`config.mk`:
```
export PLATFORM = sky130hd
export DESIGN_NAME = varm_core_p
export DESIGN_NICKNAME = d
export VERILOG_FILES = /design/src/rtl/varm_core_p.sv
export SDC_FILE = /design/constraint.sdc
export NUM_CORES = 1
export LEC_CHECK = 0
export BUFFER_PORTS_ARGS = -buffer_cell sky130_fd_sc_hd__clkbuf_2
export CAP_MARGIN = 20
export CORE_ASPECT_RATIO = 1.4
export CORE_UTILIZATION = 23
export CTS_CLUSTER_SIZE = 25
export DETAILED_ROUTE_END_ITERATION = 8
export GPL_TIMING_DRIVEN = 0
export HOLD_SLACK_MARGIN = 0.05
export PLACE_DENSITY_LB_ADDON = 0.15
export SLEW_MARGIN = 20
export SYNTH_ARGS = -nofsm -noshare
export SYNTH_HDL_FRONTEND = slang
export SYNTH_SLANG_ARGS = --single-unit
```
`constraint.sdc`:
```
create_clock -name clk -period 10.6 [get_ports clk]
set_input_delay 1.06 -clock clk [delete_from_list [all_inputs] [get_ports clk]]
set_output_delay 1.06 -clock clk [all_outputs]
set_load 0.01 [all_outputs]
```
`src/rtl/varm_core_p.sv`:
```
// varm_core_p: register-file microcore with ALU, shift-add multiplier, PC control and a call/data stack.
module varm_core_p #(
  parameter int DW = 8,
  parameter int NREG = 8,
  parameter int SDEPTH = 4
) (
  input  logic                    clk,
  input  logic                    rst,
  input  logic                    op_valid,
  output logic                    op_ready,
  input  logic [3:0]              calu,
  input  logic [$clog2(NREG)-1:0] rd,
  input  logic [$clog2(NREG)-1:0] rs1,
  input  logic [$clog2(NREG)-1:0] rs2,
  input  logic                    rd_we,
  input  logic [DW-1:0]           lit,
  input  logic [1:0]              cpc,
  input  logic                    call,
  input  logic                    ret,
  input  logic                    push,
  input  logic                    pop,
  input  logic [$clog2(NREG):0]   msel,
  output logic [DW-1:0]           muxout,
  output logic [DW-1:0]           pc,
  output logic [DW-1:0]           lnk,
  output logic [DW-1:0]           cee,
  output logic                    ceenz,
  output logic                    stk_full,
  output logic                    stk_empty,
  output logic                    err_ovf,
  output logic                    err_unf
);
  localparam int RW = $clog2(NREG);
  localparam int SW = $clog2(SDEPTH + 1);
  localparam int AW = $clog2(SDEPTH);
  localparam int CW = $clog2(DW + 1);
  localparam logic [CW-1:0] LAST = CW'(DW - 1);
  typedef enum logic {IDLE, MUL} state_t;
  state_t state, nstate;
  logic [DW-1:0] rf [NREG];
  logic [DW-1:0] stk [SDEPTH];
  logic [SW-1:0] sp;
  logic [DW-1:0] a, b, alu, top, pc_inc, pc_nx, ma, mb, mp, mp_nx;
  logic [CW-1:0] cnt;
  logic [RW-1:0] m_rd;
  logic          m_we, acc, alu_wr, is_mul, do_call, do_ret, do_push, do_pop;
  assign op_ready  = state == IDLE;
  assign acc       = op_valid && op_ready;
  assign is_mul    = calu == 4'd10;
  assign alu_wr    = calu != 4'd0 && calu <= 4'd9;
  assign stk_full  = sp == SW'(SDEPTH);
  assign stk_empty = sp == '0;
  assign ceenz     = cee != lit;
  assign muxout    = msel[RW] ? cee : rf[msel[RW-1:0]];
  assign top       = stk[AW'(sp - 1'b1)];
  assign pc_inc    = pc + 1'b1;
  assign mp_nx     = mp + (mb[0] ? ma : '0);
  assign do_call   = acc && call;
  assign do_ret    = acc && !call && ret;
  assign do_push   = acc && !call && !ret && push;
  assign do_pop    = acc && !call && !ret && !push && pop;
  always_comb begin
    a = rf[rs1];
    b = rf[rs2];
    alu = lit;
    case (calu)
      4'd1: alu = a + b;
      4'd2: alu = a - b;
      4'd3: alu = a & b;
      4'd4: alu = a | b;
      4'd5: alu = a ^ b;
      4'd6: alu = a + lit;
      4'd7: alu = a << 1;
      4'd8: alu = a >> 1;
      default: alu = lit;
    endcase
  end
  always_comb begin
    pc_nx = cpc == 2'b01 ? pc_inc : cpc == 2'b10 ? lit : cpc == 2'b11 ? (ceenz ? pc_inc : lit) : pc;
    pc_nx = do_call ? (stk_full ? pc : lit) : do_ret ? (stk_empty ? pc : top) : pc_nx;
  end
  always_comb begin
    nstate = state;
    if (state == IDLE) nstate = acc && is_mul ? MUL : IDLE;
    else nstate = cnt == LAST ? IDLE : MUL;
  end
  always_ff @(posedge clk or negedge rst)
    if (!rst) state <= IDLE;
    else state <= nstate;
  // stack contents need no reset: sp alone defines which entries are live
  always_ff @(posedge clk)
    if (do_call && !stk_full) stk[AW'(sp)] <= pc_inc;
    else if (do_push && !stk_full) stk[AW'(sp)] <= rf[rs1];
  always_ff @(posedge clk or negedge rst)
    if (!rst) begin
      for (int i = 0; i < NREG; i++) rf[i] <= '0;
      pc <= '0;
      lnk <= '0;
      cee <= '0;
      sp <= '0;
      err_ovf <= 1'b0;
      err_unf <= 1'b0;
      ma <= '0;
      mb <= '0;
      mp <= '0;
      cnt <= '0;
      m_rd <= '0;
      m_we <= 1'b0;
    end else if (acc) begin
      pc <= pc_nx;
      if (alu_wr) cee <= alu;
      if (alu_wr && rd_we) rf[rd] <= alu;
      if (is_mul) begin
        ma <= a;
        mb <= b;
        mp <= '0;
        cnt <= '0;
        m_rd <= rd;
        m_we <= rd_we;
      end
      if ((do_call || do_push) && stk_full) err_ovf <= 1'b1;
      if ((do_ret || do_pop) && stk_empty) err_unf <= 1'b1;
      if (do_call && !stk_full) lnk <= pc_inc;
      if ((do_call || do_push) && !stk_full) sp <= sp + 1'b1;
      if ((do_ret || do_pop) && !stk_empty) sp <= sp - 1'b1;
      if (do_pop && !stk_empty) rf[rd] <= top;
    end else if (state == MUL) begin
      ma <= ma << 1;
      mb <= mb >> 1;
      mp <= mp_nx;
      cnt <= cnt + 1'b1;
      if (cnt == LAST) cee <= mp_nx;
      if (cnt == LAST && m_we) rf[m_rd] <= mp_nx;
    end
endmodule

```
; Word-level counts from Yosys, hierarchy flattened
; Memories as Yosys holds them, arrays and structs flattened.
; Index checks and enable logic that the tools add are counted.
[totals]
regBits = 126
mem_bits_rw = 32
input_bits = 35
output_inout_bits = 38
elab_cells = 171
memories = 1
[op_classes]
add_sub_neg = 8
magnitude_cmp = 8
eq_ne = 19
mux = 60
bitwise = 10
reduce_logical = 44
[mem_list]
columns = memory, words, width, read_ports, rd_clocked_by_memory_dff, write_ports, line
row1 = stk, 4, 8, 1, 0, 1, 41  ; logic [DW-1:0] stk [SDEPTH];
[op_table]
columns = cell, n
row1 = 64-bit 2-to-1 mux, 6
row2 = 8-bit 2-to-1 mux, 32
row3 = 64-bit bitwise mux, 3
row4 = 8-bit binary-select mux with 3-bit select, 3
row5 = 8-bit case mux with 8 select lines, 1
row6 = 8-bit demux with 3-bit select, 2
row7 = 8-bit adder, 3
row8 = 1-bit logical AND, 21
row9 = "4-bit by 3-bit == test with 1-bit output, second input constant", 5
row10 = "4-bit greater-or-equal comparator, second input constant", 5
row11 = 3-bit NOT with 4-bit output, 5
row12 = 2-bit AND reduction, 7
row13 = 4-bit 2-to-1 mux, 3
row14 = "8-bit by 1-bit adder with 8-bit output, second input constant", 1
row15 = 8-bit bitwise AND, 1
row16 = "4-bit by 2-bit == test with 1-bit output, second input constant", 2
row17 = "4-bit == test, second input constant", 2
row18 = "4-bit by 1-bit less-than comparator with 1-bit output, second input constant", 2
row19 = 1-bit 2-to-1 mux, 8
row20 = 8-bit != test, 1
row21 = 8-bit bitwise OR, 1
row22 = 2-bit nonzero test, 4
row23 = 8-bit subtractor, 1
row24 = 8-bit bitwise XOR, 1
row25 = 21 further kinds, 29

; Depth between registers and ports, before layout
; Gate-level depths: netlist of the first run.
[logic_depth]
word_depth = 12
mapped_depth = 19
ltp_nobuf = 17

; Worst setup path before layout of the first run
; No wires, ideal clock.
[synth_path]
path_kind = input to register
start = input rs2[1]
end = register rf[63] (netlist name)
setup_time_ps = 137
arrival_ps = 4596
t_required_ps = 10463
setup_slack_ps = 5867
stages = 17
n_path_buf = 2
cell_sequence = clkbuf_1 -> buf_2 -> mux4_1 -> mux2i_4 -> inv_1 -> o311ai_1 -> a21oi_1 -> a221oi_1 -> ha_1 -> nand3_1 -> o211ai_1 -> o41ai_1 -> xnor2_4 -> xnor2_1 -> o221ai_2 -> nand2_4 -> o221ai_2
[synth_between]
elab_chain_len = 12
word_cells_on_any_way = 16
cone_classes = add/sub (2) / mux (10) / bitwise (4)
[synth_lines]
columns = item, line
row1 = "start, declared", 14  ; input logic [$clog2(NREG)-1:0] rs2,
row2 = 3-bit NOT with 4-bit output (not written as such) (*), 64  ; b = rf[rs2];
row3 = 8-bit binary-select mux with 3-bit select (*), 64
row4 = 8-bit 2-to-1 mux (not written as such) (*) (2 in series), 64
row5 = 8-bit subtractor (tied with other cells), 68  ; 4'd2: alu = a - b;
row6 = 8-bit case mux with 8 select lines (*), 66  ; case (calu)
row7 = 64-bit bitwise mux (*), 112  ; if (alu_wr && rd_we) rf[rd] <= alu;
row8 = 64-bit 2-to-1 mux (*), 112
row9 = 64-bit 2-to-1 mux (*), 109  ; end else if (acc) begin
row10 = 64-bit bitwise mux, 126  ; if (do_pop && !stk_empty) rf[rd] <= top;
row11 = 64-bit 2-to-1 mux (*), 126
row12 = 64-bit 2-to-1 mux (*), 109
row13 = "end signal, assigned by index", 112
row14 = "end signal, assigned by index", 126
row15 = "end signal, assigned by index", 133  ; if (cnt == LAST && m_we) rf[m_rd] <= mp_nx;
row16 = "end, declared", 40  ; logic [DW-1:0] rf [NREG];
; Mark *: on every way between the ends. The rest lies on a longest branch, timed or not. The select of a mux whose other input is x is not followed.
; A chain may end at the register's enable or synchronous reset.

; Worst setup path after layout of the first run
[layout_path]
start = input rs1[1]
end = register cee[6]
[layout_between]
elab_chain_len = 8
word_cells_on_any_way = 13
cone_classes = add/sub (3) / mux (6) / bitwise (4)
[layout_lines]
columns = item, line
row1 = "start, declared", 13  ; input logic [$clog2(NREG)-1:0] rs1,
row2 = 3-bit NOT with 4-bit output (not written as such) (*), 63  ; a = rf[rs1];
row3 = 8-bit binary-select mux with 3-bit select (*), 63
row4 = 8-bit 2-to-1 mux (not written as such) (*) (2 in series), 63
row5 = 8-bit adder (tied with other cells), 72  ; 4'd6: alu = a + lit;
row6 = 8-bit case mux with 8 select lines (*), 66
row7 = 8-bit 2-to-1 mux (*), 111  ; if (alu_wr) cee <= alu;
row8 = 8-bit 2-to-1 mux (*), 109
row9 = "end signal, assigned", 111
row10 = "end signal, assigned", 132  ; if (cnt == LAST) cee <= mp_nx;
row11 = "end, declared", 26  ; output logic [DW-1:0] cee,
; Marked as above.

==> results of run 1 <==
==> power breakdown <==
part / total (mW) / switching (mW) / internal [mW]
Sequential: 1.07 / 0.238 / 0.837
Clock: 0.669 / 0.328 / 0.341
Combinational: 1.78 / 1.14 / 0.641
==> registers in the layout, summed over array words and instances, names as in the netlist <==
name,count
cee,8
cnt,4
err_ovf,1
err_unf,1
lnk,8
m_rd,3
m_we,1
ma,8
mb,8
mp,8
pc,8
rf,64
sp,3
state,1
stk,32
==> cells by family after synthesis <==
kind of cell,share of synthesized area
XOR/XNOR,0.02601
AND/OR/NAND/NOR,0.1557
adder cells (fa/ha/maj),0.04673
multiplexers,0.1483
AO/OA/AOI/OAI,0.2340
buffers and inverters,0.04155
flip-flops,0.3476
==> how the worst max path moves through the flow <==
stage           start  endpoint  slack [ns]  cells past startpoint
6_report       rs1[1]    cee[6]        4.51                     17
3_3_place_gp   rs1[1]     rf[4]        3.37                     16
2_1_floorplan  rs2[1]    rf[63]        5.87                     17
4_1_cts        rs1[1]    cee[6]        4.51                     17
3_5_place_dp   rs1[1]    cee[6]        4.03                     17
5_1_grt        rs1[1]    rf[62]        4.30                     17
==> metrics by stage <==
stage	setup WS (ns)	area (sq um)	cells	total power [mW]
after CTS	4.510	13660	2045	3.540
after global placement	3.373	12940	2010	2.821
after detailed placement	4.032	13050	2013	2.863
final	4.508	13680	2047	3.526
after global routing	4.298	13680	2047	3.743
after floorplan	5.867	11830	1302	2.119
==> cells in the mapped netlist (32+ instances only) <==
| cell type | count |
|---|---|
| a21oi_1 | 122 |
| clkbuf_1 | 65 |
| dfrtp_1 | 126 |
| edfxtp_1 | 32 |
| ha_1 | 41 |
| inv_1 | 39 |
| mux4_2 | 43 |
| nand2_1 | 175 |
| nand3_1 | 32 |
| nor2_1 | 105 |
| nor3_1 | 38 |
| o21ai_0 | 105 |
| o21ai_1 | 33 |
==> layout make-up <==
| cell class | count | area, sq um | area share |
|---|---|---|---|
| Multi-Input combinational cell | 1022 | 7292 | 0.5331 |
| Sequential cell | 158 | 4114 | 0.3007 |
| Tap cell | 650 | 813.3 | 0.05945 |
| Clock buffer | 17 | 425.4 | 0.03110 |
| Timing Repair Buffer | 61 | 349.1 | 0.02552 |
| Buffer | 82 | 341.6 | 0.02497 |
| Clock inverter | 15 | 188.9 | 0.01381 |
| Inverter | 40 | 150.1 | 0.01098 |
| Antenna cell | 2 | 5.005 | 0.0003659 |
==> routing by layer <==
metal,wire length (microns),global-route usage,share of wire
met4,2637,0.1072,0.050
met2,27450,0.3643,0.52
met1,20710,0.2310,0.39
met5,0,0,0
met3,1804,0.02048,0.034
==> impl_metrics.env, run 1 <==
export IMPL_rrSetupSlack_ns=5.78
export IMPL_cts_resized=0
export IMPL_clk_path_buf_depth=2
export IMPL_place_hpwl_microns=40710
export IMPL_status="complete, no violations"
export IMPL_cts_root_buf="clkbuf_16"
export IMPL_grtUsageTotal=0.2009
export IMPL_cap_violations=0
export IMPL_powerDensity_mw_per_mm2=257.8
export IMPL_holdPathStages=1
export IMPL_worst_pin_slew_ns=1.164
export IMPL_synthTopCellsByArea="dfrtp_1 27%, mux4_2 8.2%, edfxtp_1 8.1%"
export IMPL_grt_pass1_vias=10990
export IMPL_holdPathEnd="err_unf"
export IMPL_hold_viol=0
export IMPL_n_fill_cell=5418
export IMPL_wl_per_cell_microns=25.70
export IMPL_yosysTopAreaCell="dfrtp_1"
export IMPL_ant_nets=0
export IMPL_cts_buffers=17
export IMPL_arrival_ns=6.44
export IMPL_clock_skew_final_ns=0.01462
export IMPL_crit_top_cell="o21a_1"
export IMPL_critPathSlowestCell="mux2i_1"
export IMPL_worstHoldStart="err_unf"
export IMPL_max_stage_delay_ns=0.84
export IMPL_drt_wl_total_microns=52600
export IMPL_synth_nets=1380
export IMPL_synth_edf_count=32
export IMPL_postCtsSetupBuffers=0
export IMPL_grt_max_degree=76
export IMPL_start_kind="input port"
export IMPL_nNetsFinal=1460
export IMPL_syn2layout_area_growth_pct=15.60
export IMPL_critical_path_top_delay_family="buffers and inverters"
export IMPL_die_area_sq_mm=0.05237
export IMPL_crit_buf_inv=4
export IMPL_clk_pin_slew_worst_paths_ns=0.08
export IMPL_final_util=0.2688
export IMPL_path_class="in2reg"
export IMPL_r2r_cells=15
export IMPL_rows=98
export IMPL_ys_ff_latch=158
export IMPL_required_ns=10.95
export IMPL_fin_crit_ns=6.092
export IMPL_viasPerCell=5.362
export IMPL_p_leak_nw=5.351
export IMPL_timing_rr_end="rf[55]"
export IMPL_crit_path_end_kind="flop"
export IMPL_synth_area_per_cell_sq_um=9.089
export IMPL_fp_dieW_microns=193.7
export IMPL_overflow=0
export IMPL_fin_tns_setup_ns=0
export IMPL_top_level_ports=73
export IMPL_core_area_sq_mm=0.05089
export IMPL_layout_drive_gt1_share=0.1391
export IMPL_hold_ws_ns=0.4789
export IMPL_netlist_cell_type_count=74
export IMPL_worst_ir_drop_vdd_mv=0.1319
export IMPL_grt_pass1_wl_microns=76290
export IMPL_drc=0
export IMPL_cts_tree="done"
export IMPL_drt_iter0_drc=717
export IMPL_via_count=10980
export IMPL_netlist_area_sq_mm=0.01183
export IMPL_maxSlewViolCount=0
export IMPL_fin_crit_sh=0.5747
export IMPL_start_util=0.2326
export IMPL_cts_sinks=158
export IMPL_ys_seq_area_frac=0.3476
export IMPL_layout_commonest_cell="nand2_1"
export IMPL_chipHeight_microns=270.4
export IMPL_cts_hold_buf=0
export IMPL_clock_latency_ns=0.46
export IMPL_yosysWarningCount=0
export IMPL_fmax_mhz=164.2
export IMPL_synth_ff_type="dfrtp_1"
export IMPL_htreeDepth=4
export IMPL_hold_class="reg2reg"
export IMPL_io_buffers=58
export IMPL_drt_pass1_iterations=5
export IMPL_relSlewSlack=0.2221
export IMPL_gp_congestion=0.8937
export IMPL_reg2reg_from="rf[42]"
export IMPL_synthArstFlopShare=0.7975
export IMPL_cp_cell_sequence="clkbuf_1, clkbuf_1, mux4_2, mux2i_1, inv_1, ha_1, inv_1, fa_1, nor2b_1, o21a_1, o21a_1, o21a_1, nor3_1, nor3_1, o32ai_2, o21bai_1, mux2_2"
export IMPL_antenna_found_initial=2
export IMPL_critPathMaxFanout=10
export IMPL_synthCells=1302
export IMPL_synth_top_area_share=0.2664
export IMPL_rsz0062_at_grt="no"
export IMPL_layout_common_cells="175 x nand2_1, 126 x dfrtp_1, 121 x a21oi_1"
export IMPL_setup_viol=0
Power figures use the tool's default switching activity.
==> run 2: changes to the inputs <==
==> constraint.sdc (replaced) <==
create_clock -name clk -period 5.4 [get_ports clk]
set_input_delay 0.54 -clock clk [delete_from_list [all_inputs] [get_ports clk]]
set_output_delay 0.54 -clock clk [all_outputs]
set_load 0.01 [all_outputs]
==> run 2 against run 1 <==
Compared with the run above: critical path depth unchanged; clock skew increased by 0.0019 ns; clock-buffer cell count unchanged; sequential share of layout area decreased by 0.071 points; core utilization increased by 0.064 points; register-to-register slack got worse by 5.1 ns; non-clock buffer count unchanged; largest cell class unchanged; largest power group unchanged; highest routed layer unchanged.
==> impl_metrics.env, run 2 (synthesis gave the netlist of run 1 again) <==
export IMPL_p_leak_nw=5.361
export IMPL_status="complete, no violations"
export IMPL_relSlewSlack=0.2252
export IMPL_dpl_cell_area_sq_mm=0.01305
export IMPL_viasPerCell=5.370
export IMPL_arrival_ns=5.45
export IMPL_antenna_found_initial=2
export IMPL_grt_pass1_wl_microns=76290
export IMPL_drt_iter0_drc=765
export IMPL_place_ws_ns=-0.6484
export IMPL_grt_pass1_vias=10990
export IMPL_setup_ws_ns=0.2979
export IMPL_wl_per_cell_microns=25.70
export IMPL_syn2layout_area_growth_pct=15.87
export IMPL_reg2reg_from="rf[50]"
export IMPL_n_fill_cell=5416
export IMPL_gp_congestion=0.8937
export IMPL_clock_latency_ns=0.46
export IMPL_clk_path_buf_depth=2
export IMPL_layout_commonest_cell="nand2_1"
export IMPL_die_area_sq_mm=0.05237
export IMPL_layout_drive_gt1_share=0.1412
export IMPL_cts_tree="done"
export IMPL_timing_rr_end="cee[6]"
export IMPL_critPathMaxFanout=10
export IMPL_maxSlewViolCount=0
export IMPL_ant_nets=0
export IMPL_drt_pass1_iterations=5
export IMPL_rows=98
export IMPL_final_seq_area_sq_mm=0.004114
export IMPL_grt_max_degree=76
export IMPL_reg_top3="rf x64, stk x32"
export IMPL_setup_viol=0
export IMPL_multi_input_area_sq_mm=0.007323
export IMPL_cap_violations=0
export IMPL_layout_common_cells="175 x nand2_1, 126 x dfrtp_1, 121 x a21oi_1"
export IMPL_cts_hold_buf=0
export IMPL_fp_dieW_microns=193.7
export IMPL_worst_ir_drop_vdd_mv=0.2584
export IMPL_cts_buffers=17
export IMPL_place_hpwl_microns=40710
export IMPL_hold_viol=0
export IMPL_start_util=0.2326
export IMPL_start_kind="input port"
export IMPL_core_area_sq_mm=0.05089
export IMPL_io_buffers=58
export IMPL_via_count=10990
export IMPL_hold_class="in2async"
export IMPL_crit_path_end_kind="flop"
export IMPL_grtUsageTotal=0.2008
export IMPL_fin_crit_sh=0.9448
export IMPL_powerDensity_mw_per_mm2=505.6
export IMPL_path_class="in2reg"
export IMPL_largest_register="rf"
export IMPL_required_ns=5.75
export IMPL_clk_pin_slew_worst_paths_ns=0.08
export IMPL_fin_crit_ns=5.102
export IMPL_r2r_cells=15
export IMPL_cts_sinks=158
export IMPL_nNetsFinal=1460
export IMPL_chipHeight_microns=270.4
export IMPL_clock_skew_final_ns=0.01649
export IMPL_drt_wl_total_microns=52600
export IMPL_drc=0
export IMPL_htreeDepth=4
export IMPL_cts_root_buf="clkbuf_16"
export IMPL_rrSetupSlack_ns=0.70
export IMPL_worst_pin_slew_ns=1.160
export IMPL_fin_area_sq_mm=0.01371
export IMPL_top_level_ports=73
export IMPL_overflow=0
export IMPL_largest_reg_flops=64
export IMPL_fmax_mhz=196.0
export IMPL_rsz0062_at_grt="no"
## run 2: cell type report
class | instances | share of cell area
clock inverter | 15 | 0.01378
inverter | 40 | 0.01095
tap | 650 | 0.05931
antenna | 2 | 0.0003650
sequential | 158 | 0.3000
buffer | 82 | 0.02500
clock buffer | 17 | 0.03102
multi-input combinational | 1022 | 0.5341
timing repair buffer | 61 | 0.02546
## run 2: metal layers
metal  track usage  up-vias  share of wire
li1              -     5014              -
met4        0.1072        0          0.049
met3       0.02048       82          0.036
met2        0.3643      377           0.52
met5             0        -              0
met1        0.2310     5519           0.39
## run 2: worst max-delay path by stage
stage	startpoint	end	slack [ns]	cells past startpoint
2_1_floorplan	rs2[1]	rf[63]	1.19	17
3_3_place_gp	rs1[1]	rf[4]	-1.31	16
3_5_place_dp	rs1[1]	cee[6]	-0.65	17
4_1_cts	rs1[1]	cee[6]	0.13	17
5_1_grt	rs2[1]	rf[42]	0.09	19
6_report	rs2[1]	cee[6]	0.30	17
## run 2: power by group
| group | leakage [nW] | switching (mW) | internal (mW) | total [mW] |
|---|---|---|---|---|
| Sequential | 1.94 | 0.464 | 1.64 | 2.11 |
| Clock | 0.298 | 0.642 | 0.670 | 1.31 |
| Combinational | 3.12 | 2.25 | 1.27 | 3.51 |
| Total | 5.36 | 3.35 | 3.58 | 6.93 |
## run 2: critical path: stages
cell and delay (ns):
clkbuf_1 0.47, buf_2 0.45, mux4_1 0.43, mux2i_4 0.40, inv_1 0.20, o311ai_1 0.34
a21oi_1 0.12, a221oi_1 0.25, ha_1 0.32, o21a_1 0.14, o21a_1 0.20, o21a_1 0.19
nor3_1 0.14, nor3_1 0.11, o32ai_2 0.72, o21bai_1 0.12, mux2_2 0.28
## run 2: through the flow
step / power [mW] / setup TNS [ns] / utilization / std cells / hold slack (ns)
finish: 6.932 / 0 / 0.2695 / 2047 / 0.05840
global route: 7.363 / 0 / 0.2695 / 2047 / 0.08677
CTS: 6.951 / 0 / 0.2685 / 2045 / 0.06546
detailed placement: 5.621 / -20.47 / 0.2564 / 2013 / 0.4661
global placement: 5.537 / -43.56 / 0.2542 / 2010 / 0.4641
floorplan: 4.159 / 0 / - / 1302 / 0.2444
## run 2: timing repair
item                       in CTS  in global routing
setup endpoints to repair      11                 19
setup buffers                   0                  0
cloned                          0                  0
gates resized for setup         1                  6
